## config.mk

```make
export PLATFORM = sky130hd
export DESIGN_NAME = tlb_l2_miss_ctrl_flat
export DESIGN_NICKNAME = d
export VERILOG_FILES = /design/src/rtl/tlb_l2_miss_ctrl_if.sv /design/src/rtl/tlb_l2_miss_ctrl.sv /design/src/flat_wrapper.sv
export SDC_FILE = /design/constraint.sdc
export NUM_CORES = 1
export LEC_CHECK = 0
export CORE_AREA = 2 2 159 161
export CTS_CLUSTER_DIAMETER = 120
export DETAILED_ROUTE_END_ITERATION = 12
export DIE_AREA = 0 0 161 163
export GPL_TIMING_DRIVEN = 1
export SLEW_MARGIN = 25
export SYNTH_ARGS = -nofsm -noshare
export SYNTH_HDL_FRONTEND = slang
export SYNTH_SLANG_ARGS = --single-unit
```

## constraint.sdc

```tcl
create_clock -name clk_i -period 2.8 [get_ports clk_i]
set_clock_uncertainty 0.15 [all_clocks]
set_input_delay 0.56 -clock clk_i [delete_from_list [all_inputs] [get_ports clk_i]]
set_output_delay 0.56 -clock clk_i [all_outputs]
set_load 0.03 [all_outputs]
```

## src/rtl/tlb_l2_miss_ctrl_if.sv

```systemverilog
`default_nettype none
// ============================================================================
// Module   : tlb_l2_miss_ctrl_if
// Purpose  : L1-miss request, L2 lookup, page-table-walk and response bundle.
//            Perf-counter signals exist only with TLB_L2_MISS_CTRL_PERF_EN.
// Revision : 1.0 - initial release
// ============================================================================
interface tlb_l2_miss_ctrl_if #(
    parameter int ASID_WIDTH = 1,
    parameter int VLEN       = 64
);
    logic                  flush_i;
    logic                  req_valid_i;
    logic                  req_ready_o;
    logic [VLEN-1:0]       req_vaddr_i;
    logic [ASID_WIDTH-1:0] req_asid_i;

    logic                  l2_access_o;
    logic [VLEN-1:0]       l2_vaddr_o;
    logic [ASID_WIDTH-1:0] l2_asid_o;
    logic                  l2_hit_i;
    logic                  l2_all_checked_i;
    logic [63:0]           l2_content_i;
    logic                  l2_is_2M_i;
    logic                  l2_is_1G_i;

    logic                  ptw_active_o;
    logic                  ptw_valid_o;
    logic                  ptw_ready_i;
    logic [VLEN-1:0]       ptw_vaddr_o;
    logic [ASID_WIDTH-1:0] ptw_asid_o;
    logic                  ptw_done_i;
    logic                  ptw_error_i;
    logic [63:0]           ptw_content_i;
    logic                  ptw_is_2M_i;
    logic                  ptw_is_1G_i;

    logic                  rsp_valid_o;
    logic [63:0]           rsp_content_o;
    logic                  rsp_is_2M_o;
    logic                  rsp_is_1G_o;
    logic                  rsp_error_o;

`ifdef TLB_L2_MISS_CTRL_PERF_EN
    logic [31:0]           l2_hit_cnt_o;
    logic [31:0]           l2_miss_cnt_o;
    logic [15:0]           ptw_timeout_cnt_o;
`endif

    // The miss controller itself
    modport slave (
        input  flush_i, req_valid_i, req_vaddr_i, req_asid_i,
               l2_hit_i, l2_all_checked_i, l2_content_i, l2_is_2M_i, l2_is_1G_i,
               ptw_ready_i, ptw_done_i, ptw_error_i, ptw_content_i,
               ptw_is_2M_i, ptw_is_1G_i,
        output req_ready_o, l2_access_o, l2_vaddr_o, l2_asid_o,
               ptw_active_o, ptw_valid_o, ptw_vaddr_o, ptw_asid_o,
               rsp_valid_o, rsp_content_o, rsp_is_2M_o, rsp_is_1G_o, rsp_error_o
`ifdef TLB_L2_MISS_CTRL_PERF_EN
        , output l2_hit_cnt_o, l2_miss_cnt_o, ptw_timeout_cnt_o
`endif
    );

    // The surrounding L1 / L2 / walker environment
    modport master (
        output flush_i, req_valid_i, req_vaddr_i, req_asid_i,
               l2_hit_i, l2_all_checked_i, l2_content_i, l2_is_2M_i, l2_is_1G_i,
               ptw_ready_i, ptw_done_i, ptw_error_i, ptw_content_i,
               ptw_is_2M_i, ptw_is_1G_i,
        input  req_ready_o, l2_access_o, l2_vaddr_o, l2_asid_o,
               ptw_active_o, ptw_valid_o, ptw_vaddr_o, ptw_asid_o,
               rsp_valid_o, rsp_content_o, rsp_is_2M_o, rsp_is_1G_o, rsp_error_o
`ifdef TLB_L2_MISS_CTRL_PERF_EN
        , input l2_hit_cnt_o, l2_miss_cnt_o, ptw_timeout_cnt_o
`endif
    );
endinterface
`default_nettype wire

```

## src/rtl/tlb_l2_miss_ctrl.sv

```systemverilog
`default_nettype none
// ============================================================================
// Module   : tlb_l2_miss_ctrl
// Purpose  : L1-miss sequencer: hash-rehash L2 TLB lookup, then page-table
//            walk with timeout. Optional macro: TLB_L2_MISS_CTRL_PERF_EN.
// Revision : 1.0 - initial release
// ============================================================================
module tlb_l2_miss_ctrl #(
    parameter int ASID_WIDTH  = 1,
    parameter int VLEN        = 64,
    parameter int PTW_TIMEOUT = 255
) (
    input  logic              clk_i,
    input  logic              rst_ni,
    tlb_l2_miss_ctrl_if.slave bus
);

    localparam int CNT_W = $clog2(PTW_TIMEOUT + 2);
    // Last PTW_WAIT cycle: the incremented count reaches PTW_TIMEOUT-1 here
    localparam logic [CNT_W-1:0] TMO_LAST =
        CNT_W'((PTW_TIMEOUT >= 2) ? (PTW_TIMEOUT - 2) : 0);

    localparam logic [2:0] S_IDLE     = 3'd0;
    localparam logic [2:0] S_LOOKUP   = 3'd1;
    localparam logic [2:0] S_PTW_REQ  = 3'd2;
    localparam logic [2:0] S_PTW_WAIT = 3'd3;
    localparam logic [2:0] S_DRAIN    = 3'd4;
    localparam logic [2:0] S_RESP     = 3'd5;

    logic [2:0]            state;
    logic [2:0]            state_next;

    logic [VLEN-1:0]       vaddr_q;
    logic [ASID_WIDTH-1:0] asid_q;
    logic [63:0]           pte_q;
    logic                  is_2m_q;
    logic                  is_1g_q;
    logic                  error_q;
    logic [1:0]            probe_q;
    logic [CNT_W-1:0]      tmo_cnt_q;

    logic                  req_ready;
    logic                  l2_access;
    logic                  ptw_valid;
    logic                  ptw_active;
    logic                  rsp_valid;

    logic                  accept;
    logic                  last_probe;
    logic                  tmo_reached;
    logic                  hit_evt;
    logic                  miss_evt;
    logic                  done_evt;
    logic                  tmo_evt;

    // ------------------------------------------------------------------------
    // Event decode shared by the FSM, datapath and perf counters
    // ------------------------------------------------------------------------
    assign accept      = bus.req_valid_i && req_ready;
    // Third probe is final even if the L2 never raises all_checked
    assign last_probe  = bus.l2_all_checked_i || (probe_q == 2'd2);
    assign tmo_reached = (tmo_cnt_q == TMO_LAST);

    assign hit_evt  = (state == S_LOOKUP) && !bus.flush_i && bus.l2_hit_i;
    assign miss_evt = (state == S_LOOKUP) && !bus.flush_i && !bus.l2_hit_i && last_probe;
    assign done_evt = (state == S_PTW_WAIT) && !bus.flush_i && bus.ptw_done_i;
    assign tmo_evt  = (state == S_PTW_WAIT) && !bus.flush_i && !bus.ptw_done_i && tmo_reached;

    // ------------------------------------------------------------------------
    // FSM: state register
    // ------------------------------------------------------------------------
    always_ff @(posedge clk_i or negedge rst_ni) begin
        if (!rst_ni) begin
            state <= S_IDLE;
        end else begin
            state <= state_next;
        end
    end

    // ------------------------------------------------------------------------
    // FSM: next state
    // ------------------------------------------------------------------------
    always_comb begin
        state_next = state;
        case (state)
            S_IDLE: begin
                if (accept) state_next = S_LOOKUP;
            end
            S_LOOKUP: begin
                if (hit_evt)          state_next = S_RESP;
                else if (miss_evt)    state_next = S_PTW_REQ;
                else if (bus.flush_i) state_next = S_IDLE;
            end
            S_PTW_REQ: begin
                if (bus.flush_i)          state_next = S_IDLE;
                else if (bus.ptw_ready_i) state_next = S_PTW_WAIT;
            end
            S_PTW_WAIT: begin
                if (done_evt || tmo_evt) state_next = S_RESP;
                // A flush with done drops the result; without done, drain the walker
                else if (bus.flush_i)    state_next = bus.ptw_done_i ? S_IDLE : S_DRAIN;
            end
            S_DRAIN: begin
                if (bus.ptw_done_i) state_next = S_IDLE;
            end
            S_RESP: begin
                state_next = S_IDLE;
            end
            default: begin
                state_next = S_IDLE;
            end
        endcase
    end

    // ------------------------------------------------------------------------
    // FSM: outputs
    // ------------------------------------------------------------------------
    always_comb begin
        req_ready  = 1'b0;
        l2_access  = 1'b0;
        ptw_valid  = 1'b0;
        ptw_active = 1'b0;
        rsp_valid  = 1'b0;
        case (state)
            S_IDLE: begin
                req_ready = rst_ni && !bus.flush_i;
            end
            S_LOOKUP: begin
                l2_access = 1'b1;
            end
            S_PTW_REQ: begin
                ptw_valid  = 1'b1;
                ptw_active = 1'b1;
            end
            S_PTW_WAIT, S_DRAIN: begin
                ptw_active = 1'b1;
            end
            S_RESP: begin
                rsp_valid = !bus.flush_i;
            end
            default: begin
                req_ready = 1'b0;
            end
        endcase
    end

    // ------------------------------------------------------------------------
    // Request latch, probe index and walk timeout counter
    // ------------------------------------------------------------------------
    always_ff @(posedge clk_i or negedge rst_ni) begin
        if (!rst_ni) begin
            vaddr_q   <= '0;
            asid_q    <= '0;
            probe_q   <= '0;
            tmo_cnt_q <= '0;
        end else begin
            if (accept) begin
                vaddr_q <= bus.req_vaddr_i;
                asid_q  <= bus.req_asid_i;
                probe_q <= '0;
            end else if (state == S_LOOKUP) begin
                probe_q <= probe_q + 2'd1;
            end

            if ((state == S_PTW_REQ) && bus.ptw_ready_i) begin
                tmo_cnt_q <= '0;
            end else if (state == S_PTW_WAIT) begin
                tmo_cnt_q <= tmo_cnt_q + 1'b1;
            end
        end
    end

    // ------------------------------------------------------------------------
    // Response registers: loaded only on the transition into RESP
    // ------------------------------------------------------------------------
    always_ff @(posedge clk_i or negedge rst_ni) begin
        if (!rst_ni) begin
            pte_q   <= '0;
            is_2m_q <= 1'b0;
            is_1g_q <= 1'b0;
            error_q <= 1'b0;
        end else if (hit_evt) begin
            pte_q   <= bus.l2_content_i;
            is_2m_q <= bus.l2_is_2M_i;
            is_1g_q <= bus.l2_is_1G_i;
            error_q <= 1'b0;
        end else if (done_evt) begin
            pte_q   <= bus.ptw_content_i;
            is_2m_q <= bus.ptw_is_2M_i;
            is_1g_q <= bus.ptw_is_1G_i;
            error_q <= bus.ptw_error_i;
        end else if (tmo_evt) begin
            pte_q   <= '0;
            is_2m_q <= 1'b0;
            is_1g_q <= 1'b0;
            error_q <= 1'b1;
        end
    end

    assign bus.req_ready_o   = req_ready;
    assign bus.l2_access_o   = l2_access;
    assign bus.l2_vaddr_o    = vaddr_q;
    assign bus.l2_asid_o     = asid_q;
    assign bus.ptw_active_o  = ptw_active;
    assign bus.ptw_valid_o   = ptw_valid;
    assign bus.ptw_vaddr_o   = vaddr_q;
    assign bus.ptw_asid_o    = asid_q;
    assign bus.rsp_valid_o   = rsp_valid;
    assign bus.rsp_content_o = pte_q;
    assign bus.rsp_is_2M_o   = is_2m_q;
    assign bus.rsp_is_1G_o   = is_1g_q;
    assign bus.rsp_error_o   = error_q;

`ifdef TLB_L2_MISS_CTRL_PERF_EN
    // ------------------------------------------------------------------------
    // Saturating event counters, cleared only by reset
    // ------------------------------------------------------------------------
    logic [31:0] perf_hit_cnt;
    logic [31:0] perf_miss_cnt;
    logic [15:0] perf_tmo_cnt;

    always_ff @(posedge clk_i or negedge rst_ni) begin
        if (!rst_ni) begin
            perf_hit_cnt  <= '0;
            perf_miss_cnt <= '0;
            perf_tmo_cnt  <= '0;
        end else begin
            if (hit_evt && (perf_hit_cnt != '1)) begin
                perf_hit_cnt <= perf_hit_cnt + 32'd1;
            end
            if (miss_evt && (perf_miss_cnt != '1)) begin
                perf_miss_cnt <= perf_miss_cnt + 32'd1;
            end
            if (tmo_evt && (perf_tmo_cnt != '1)) begin
                perf_tmo_cnt <= perf_tmo_cnt + 16'd1;
            end
        end
    end

    assign bus.l2_hit_cnt_o      = perf_hit_cnt;
    assign bus.l2_miss_cnt_o     = perf_miss_cnt;
    assign bus.ptw_timeout_cnt_o = perf_tmo_cnt;
`endif

endmodule
`default_nettype wire

```

## src/flat_wrapper.sv

```systemverilog
// flat-port wrapper written by rule: the top's interface ports become plain ports
module tlb_l2_miss_ctrl_flat 
#(
    parameter int ASID_WIDTH  = 1,
    parameter int VLEN        = 64,
    parameter int PTW_TIMEOUT = 255
)
  (clk_i, rst_ni, bus_flush_i, bus_req_valid_i, bus_req_vaddr_i, bus_req_asid_i, bus_l2_hit_i, bus_l2_all_checked_i, bus_l2_content_i, bus_l2_is_2M_i, bus_l2_is_1G_i, bus_ptw_ready_i, bus_ptw_done_i, bus_ptw_error_i, bus_ptw_content_i, bus_ptw_is_2M_i, bus_ptw_is_1G_i, bus_req_ready_o, bus_l2_access_o, bus_l2_vaddr_o, bus_l2_asid_o, bus_ptw_active_o, bus_ptw_valid_o, bus_ptw_vaddr_o, bus_ptw_asid_o, bus_rsp_valid_o, bus_rsp_content_o, bus_rsp_is_2M_o, bus_rsp_is_1G_o, bus_rsp_error_o);
  tlb_l2_miss_ctrl_if #(.ASID_WIDTH(ASID_WIDTH), .VLEN(VLEN)) bus_i ();
  input  logic clk_i;
  input  logic rst_ni;
  input wire logic [$bits(bus_i.flush_i)-1:0] bus_flush_i;
  input wire logic [$bits(bus_i.req_valid_i)-1:0] bus_req_valid_i;
  input wire logic [$bits(bus_i.req_vaddr_i)-1:0] bus_req_vaddr_i;
  input wire logic [$bits(bus_i.req_asid_i)-1:0] bus_req_asid_i;
  input wire logic [$bits(bus_i.l2_hit_i)-1:0] bus_l2_hit_i;
  input wire logic [$bits(bus_i.l2_all_checked_i)-1:0] bus_l2_all_checked_i;
  input wire logic [$bits(bus_i.l2_content_i)-1:0] bus_l2_content_i;
  input wire logic [$bits(bus_i.l2_is_2M_i)-1:0] bus_l2_is_2M_i;
  input wire logic [$bits(bus_i.l2_is_1G_i)-1:0] bus_l2_is_1G_i;
  input wire logic [$bits(bus_i.ptw_ready_i)-1:0] bus_ptw_ready_i;
  input wire logic [$bits(bus_i.ptw_done_i)-1:0] bus_ptw_done_i;
  input wire logic [$bits(bus_i.ptw_error_i)-1:0] bus_ptw_error_i;
  input wire logic [$bits(bus_i.ptw_content_i)-1:0] bus_ptw_content_i;
  input wire logic [$bits(bus_i.ptw_is_2M_i)-1:0] bus_ptw_is_2M_i;
  input wire logic [$bits(bus_i.ptw_is_1G_i)-1:0] bus_ptw_is_1G_i;
  output wire logic [$bits(bus_i.req_ready_o)-1:0] bus_req_ready_o;
  output wire logic [$bits(bus_i.l2_access_o)-1:0] bus_l2_access_o;
  output wire logic [$bits(bus_i.l2_vaddr_o)-1:0] bus_l2_vaddr_o;
  output wire logic [$bits(bus_i.l2_asid_o)-1:0] bus_l2_asid_o;
  output wire logic [$bits(bus_i.ptw_active_o)-1:0] bus_ptw_active_o;
  output wire logic [$bits(bus_i.ptw_valid_o)-1:0] bus_ptw_valid_o;
  output wire logic [$bits(bus_i.ptw_vaddr_o)-1:0] bus_ptw_vaddr_o;
  output wire logic [$bits(bus_i.ptw_asid_o)-1:0] bus_ptw_asid_o;
  output wire logic [$bits(bus_i.rsp_valid_o)-1:0] bus_rsp_valid_o;
  output wire logic [$bits(bus_i.rsp_content_o)-1:0] bus_rsp_content_o;
  output wire logic [$bits(bus_i.rsp_is_2M_o)-1:0] bus_rsp_is_2M_o;
  output wire logic [$bits(bus_i.rsp_is_1G_o)-1:0] bus_rsp_is_1G_o;
  output wire logic [$bits(bus_i.rsp_error_o)-1:0] bus_rsp_error_o;
  assign bus_i.flush_i = bus_flush_i;
  assign bus_i.req_valid_i = bus_req_valid_i;
  assign bus_i.req_vaddr_i = bus_req_vaddr_i;
  assign bus_i.req_asid_i = bus_req_asid_i;
  assign bus_i.l2_hit_i = bus_l2_hit_i;
  assign bus_i.l2_all_checked_i = bus_l2_all_checked_i;
  assign bus_i.l2_content_i = bus_l2_content_i;
  assign bus_i.l2_is_2M_i = bus_l2_is_2M_i;
  assign bus_i.l2_is_1G_i = bus_l2_is_1G_i;
  assign bus_i.ptw_ready_i = bus_ptw_ready_i;
  assign bus_i.ptw_done_i = bus_ptw_done_i;
  assign bus_i.ptw_error_i = bus_ptw_error_i;
  assign bus_i.ptw_content_i = bus_ptw_content_i;
  assign bus_i.ptw_is_2M_i = bus_ptw_is_2M_i;
  assign bus_i.ptw_is_1G_i = bus_ptw_is_1G_i;
  assign bus_req_ready_o = bus_i.req_ready_o;
  assign bus_l2_access_o = bus_i.l2_access_o;
  assign bus_l2_vaddr_o = bus_i.l2_vaddr_o;
  assign bus_l2_asid_o = bus_i.l2_asid_o;
  assign bus_ptw_active_o = bus_i.ptw_active_o;
  assign bus_ptw_valid_o = bus_i.ptw_valid_o;
  assign bus_ptw_vaddr_o = bus_i.ptw_vaddr_o;
  assign bus_ptw_asid_o = bus_i.ptw_asid_o;
  assign bus_rsp_valid_o = bus_i.rsp_valid_o;
  assign bus_rsp_content_o = bus_i.rsp_content_o;
  assign bus_rsp_is_2M_o = bus_i.rsp_is_2M_o;
  assign bus_rsp_is_1G_o = bus_i.rsp_is_1G_o;
  assign bus_rsp_error_o = bus_i.rsp_error_o;
  tlb_l2_miss_ctrl #(.ASID_WIDTH(ASID_WIDTH), .VLEN(VLEN), .PTW_TIMEOUT(PTW_TIMEOUT)) u_core (.clk_i(clk_i), .rst_ni(rst_ni), .bus(bus_i));
endmodule
```

# Yosys cells after proc, flatten, opt, wreduce, memory -nomap -nowiden
# Index checks and enable logic that the tools add are counted.
word_totals:
  register_bits: 146
  input_bits: 206
  out_inout_bits: 202
classes:
  n_addsub: 2
  eq_ne: 12
  mux: 31
  reduce_logical: 22
ops:
  columns: ["cell", "n"]
  rows:
  - ["2-to-1 mux 64 bit", 3]
  - ["2-to-1 mux 3 bit", 10]
  - ["2-to-1 mux 9 bit", 2]
  - ["case mux 3 bit (5 select lines)", 1]
  - ["2-to-1 mux 1 bit", 13]
  - ["logical AND 1 bit", 11]
  - ["adder 9 x 1 -> 9 bit (second input constant)", 1]
  - ["== test 9 x 8 -> 1 bit (second input constant)", 1]
  - ["== test 3 x 2 -> 1 bit (second input constant)", 2]
  - ["== test 3 bit (second input constant)", 2]
  - ["!= test 3 bit (second input constant)", 2]
  - ["AND reduction 5 bit", 1]
  - ["2-to-1 mux 2 bit", 2]
  - ["!= test 4 x 2 -> 1 bit (second input constant)", 1]
  - ["nonzero test 2 bit", 2]
  - ["== test 3 x 1 -> 1 bit (second input constant)", 1]
  - ["zero test 1 bit", 3]
  - ["zero test 3 bit", 1]
  - ["nonzero test 3 bit", 1]
  - ["OR reduction 3 bit", 1]
  - ["adder 2 x 1 -> 2 bit (second input constant)", 1]
  - ["== test 2 bit (second input constant)", 1]
  - ["logical OR 1 bit", 2]
  - ["!= test 2 x 1 -> 1 bit (second input constant)", 1]
  - ["!= test 2 bit (second input constant)", 1]

# Longest topological paths before layout
depth:
  word_depth: 7
  ltp_mapped: 8

# Least setup slack after synthesis
# Ideal clock, no wire load.
synth_timing:
  path_kind: "input to register"
  startpoint: "input bus_flush_i"
  endpoint: "register u_core.vaddr_q[13], in the netlist u_core.bus.l2_vaddr_o[13]"
  arrival_time_ps: 1894
  required_ps: 2525
  path_slack_ps: 631
  path_stages: 6
  cell_sequence: "buf_4 > and4b_1 > nand2_1 > buf_6 > buf_6 > mux2_4"
synth_between:
  elab_chain_cells: 4
synth_lines:
  columns: ["element", "line", "text"]
  rows:
  - ["start: declaration", "flat_wrapper.sv:12", "input wire logic [$bits(bus_i.flush_i)-1:0] bus_flush_i;"]
  - ["zero test 1 bit", "tlb_l2_miss_ctrl.sv:126", "req_ready = rst_ni && !bus.flush_i;"]
  - ["logical AND 1 bit", "tlb_l2_miss_ctrl.sv:126", null]
  - ["2-to-1 mux 1 bit", "tlb_l2_miss_ctrl.sv:124", "case (state)"]
  - ["net bus_req_ready_o", "flat_wrapper.sv:27", "output wire logic [$bits(bus_i.req_ready_o)-1:0] bus_req_ready_o;"]
  - ["logical AND 1 bit", "tlb_l2_miss_ctrl.sv:59", "assign accept = bus.req_valid_i && req_ready;"]
  - ["end signal: assignment", "tlb_l2_miss_ctrl.sv:158", "vaddr_q <= bus.req_vaddr_i;"]
  - ["end: declaration", "tlb_l2_miss_ctrl.sv:33", "logic [VLEN-1:0] vaddr_q;"]
# The timed path passes the listed nets, and every way through them passes these cells.
# A chain may end at the register's enable or synchronous reset.

# Worst setup path in the final report
layout_timing:
  startpoint: "register u_core.state[2]"
  endpoint: "output bus_ptw_valid_o"
layout_between:
  elab_chain_cells: 2
layout_lines:
  columns: ["element", "line", "text"]
  rows:
  - ["start: declaration", "tlb_l2_miss_ctrl.sv:30", "logic [2:0] state;"]
  - ["start signal: assignment", "tlb_l2_miss_ctrl.sv:76", "state <= state_next;"]
  - ["== test 3 x 2 -> 1 bit", "tlb_l2_miss_ctrl.sv:124", null]
  - ["2-to-1 mux 1 bit", "tlb_l2_miss_ctrl.sv:124", null]
  - ["end: declaration", "flat_wrapper.sv:32", "output wire logic [$bits(bus_i.ptw_valid_o)-1:0] bus_ptw_valid_o;"]
# Every way passes these cells.

==> flow_summary.toml <==
[run_status]
status = "finished, final reports clean"

[setup_path]
crit_chain = "buf_4 -> nor3b_2 -> clkdlybuf4s50_1"
cp_top_family = "buffers and inverters"
critPathBufInv = 2
cp_num_cells = 3
cpPeakStageDelay_ns = 0.72
path_max_fanout = 12
reg2reg_depth = 6
worst_setup_path_end_kind = "primary output"
arrival_ns = 1.98
critical_path_class = "flip-flop to primary output"
slowest_stage = "clkdlybuf4s50_1"
cp-start-kind = "flip-flop"
worstPathRequired_ns = 2.09

[detailed_routing]
first_pass_iters = 4
wirelength_microns = 22800
drt_first_iter_violations = 235
num_vias = 5752
wl_per_cell_microns = 17.7
route.detailed.drc = 0
via_per_inst = 4.47
ant_nets = 0

[synthesis]
synth_area_sq_mm = 0.00696
syn_inst = 603
synth_fp_nets = 812
ys.flop_type = "dfrtp_1"
yosysWarnings = 0
synthArstFlopShare_pct = 100
avgSynthCellArea_sq_um = 11.5
ys_seq_area_share_pct = 52.5
yosysUniqueCellTypes = 42
ys_seq_elements = 146
synth_edf_count = 0

[sta]
period_share_pct = 96.2
setup_violations = 0
rsz0062_at_grt = "no"
hold_viol_final = 0
tightest_slew_ns = 0.889
tns_ns = 0
slew_violations = 0
fmax_mhz = 371
fin_crit_ns = 2.69
relSlewSlack_pct = 40.7

[die]
fp.coreArea_sq_mm = 0.0247
dieHeight_microns = 163
start_util_pct = 28.2
fp.dieW_microns = 161
num_rows = 58
die_area_sq_mm = 0.0262
num_io_pins = 408

[clocking]
cts_tree = "done"
clock_sinks = 146
root_buffer = "clkbuf_16"
post-cts-setup-buffers = 0
clkSlewWorstSetupHoldPaths_ns = 0.06
clockBufferDepth = 2
cts_made_buffers = 17
cts_htree_levels = 4
insertion_delay_ns = 0.42

[grt]
grt_pass1_wl_microns = 33500
grt_pass1_vias = 5631
antenna_found_initial = 2
grt_max_degree = 70
grt_usage_pct = 16.8
grt_overflow_total = 0

[worst_hold_path]
hold_depth = 2
hp-class = "flip-flop to flip-flop"

[power_and_ir_drop]
power_density_mw_per_mm2 = 1250
p_leak_uw = 0.00495
ir_worst_vdd_uv = 703
power_uw = 14500

[cells_and_area]
antennaDiodeCount = 0
syn2layout_area_growth_pct = 66.7
nets = 1154
drive_gt1_share_pct = 13.6

[placed_design]
place_hpwl_microns = 17300
finalWeightedCongestion = 0.791
port_buffers = 407

[job]
maxCapViolCount = 0
==> kinds of logic (layout without fill, tap and decap cells) <==
| family | after synthesis | after routing | synth area share, % |
|---|---|---|---|
| DFF | 146 | 146 | 52.5 |
| AOI/OAI and AO/OA | 152 | 152 | 13.7 |
| buffers and inverters | 113 | 467 | 11.0 |
| adders and majority gates | 3 | 3 | 0.540 |
| and+or+nand+nor | 116 | 116 | 7.90 |
| xor gates and xnor gates | 7 | 7 | 0.881 |
| muxes | 66 | 66 | 13.4 |
==> tightest hold or removal path, stage by stage, from the launching register on <==
cell     delay [ns]
dfrtp_1        0.37
nand2_1        0.06
o21ai_1        0.05
==> registers in the layout, indices dropped and copies added, names as in the netlist <==
signal / count
u_core.tmo_cnt_q: 9
u_core.bus.rsp_is_1G_o: 1
u_core.bus.l2_asid_o: 1
u_core.state: 3
u_core.bus.rsp_content_o: 64
u_core.bus.l2_vaddr_o: 64
u_core.bus.rsp_is_2M_o: 1
u_core.probe_q: 2
u_core.bus.rsp_error_o: 1
==> cells in the mapped netlist (7+ instances only) <==
cell / number / share of area [%]
o21ai_0: 44 / 3.2
buf_2: 14 / 1.0
nor3_1: 8 / 0.58
mux2_2: 15 / 2.4
xnor2_1: 7 / 0.88
clkbuf_1: 12 / 0.65
nor2_1: 10 / 0.54
inv_1: 7 / 0.38
a22oi_1: 66 / 7.1
o21ai_1: 28 / 2.0
nand2_1: 72 / 3.9
buf_4: 74 / 8.0
dfrtp_1: 146 / 53
mux2_4: 51 / 11
==> layout make-up <==
type                    count  area (sq um)
clock buffers              19           443
clock inverters            12           148
repair buffers            429          4360
well taps                 330           413
fillers                  2349         13100
flip-flops and latches    146          3650
multi-input cells         344          2550
inverters                   7          26.3
==> where the power goes <==
| part | switching, uW | internal [uW] | total [uW] |
|---|---|---|---|
| combinational | 4560 | 3750 | 8320 |
| sequential | 752 | 3140 | 3890 |
| clock | 970 | 1360 | 2330 |
==> placed cells by master, fill, tap and decap left out, types with 8 or more instances in the layout <==
master           netlist  layout
clkdlybuf4s50_1        0     402
dfrtp_1              146     146
nand2_1               72      71
a22oi_1               66      66
mux2_4                51      51
o21ai_0               44      44
o21ai_1               28      28
clkbuf_16              0      17
mux2_2                15      15
buf_4                 74      13
nor2_1                10      10
buf_12                 0       9
nor3_1                 8       8
==> final timing paths <==
check	from	endpoint	slack [ns]
min in group asynchronous	rst_ni	u_core.probe_q[0]	0.40
min reg2reg	u_core.bus.rsp_content_o[30]	u_core.bus.rsp_content_o[30]	0.36
max in group asynchronous	rst_ni	u_core.bus.l2_vaddr_o[45]	0.94
max	u_core.state[2]	bus_ptw_valid_o	0.11
min	u_core.bus.rsp_content_o[30]	u_core.bus.rsp_content_o[30]	0.36
max reg2reg	u_core.state[2]	u_core.bus.l2_vaddr_o[58]	0.63
==> per-stage QoR <==
stage | util (%) | hold WS (ns) | setup slack (ns) | instances | area (sq um)
2_1_floorplan | - | 0.114 | 0.631 | 603 | 6960
3_3_place_gp | 44.5 | 0.273 | 0.141 | 1255 | 11000
3_5_place_dp | 44.5 | 0.275 | 0.145 | 1255 | 11000
4_1_cts | 47.0 | 0.368 | 0.0852 | 1287 | 11600
5_1_grt | 47.0 | 0.391 | 0.0589 | 1287 | 11600
6_report | 47.0 | 0.364 | 0.107 | 1287 | 11600
==> routing by layer <==
metal	GRT usage, %	up-vias	routed length, microns
met5	0	-	27
met4	5.07	4	393
met3	4.53	28	1660
met2	28.8	256	11400
met1	20.9	2724	9330
li1	-	2740	-
==> what timing repair did <==
action	in CTS	in global routing
hold buffers	1	0
setup endpoints to repair	1	2
gates resized for setup	1	2
endpoints found under the hold margin	20	0
Power figures use the tool's default switching activity.
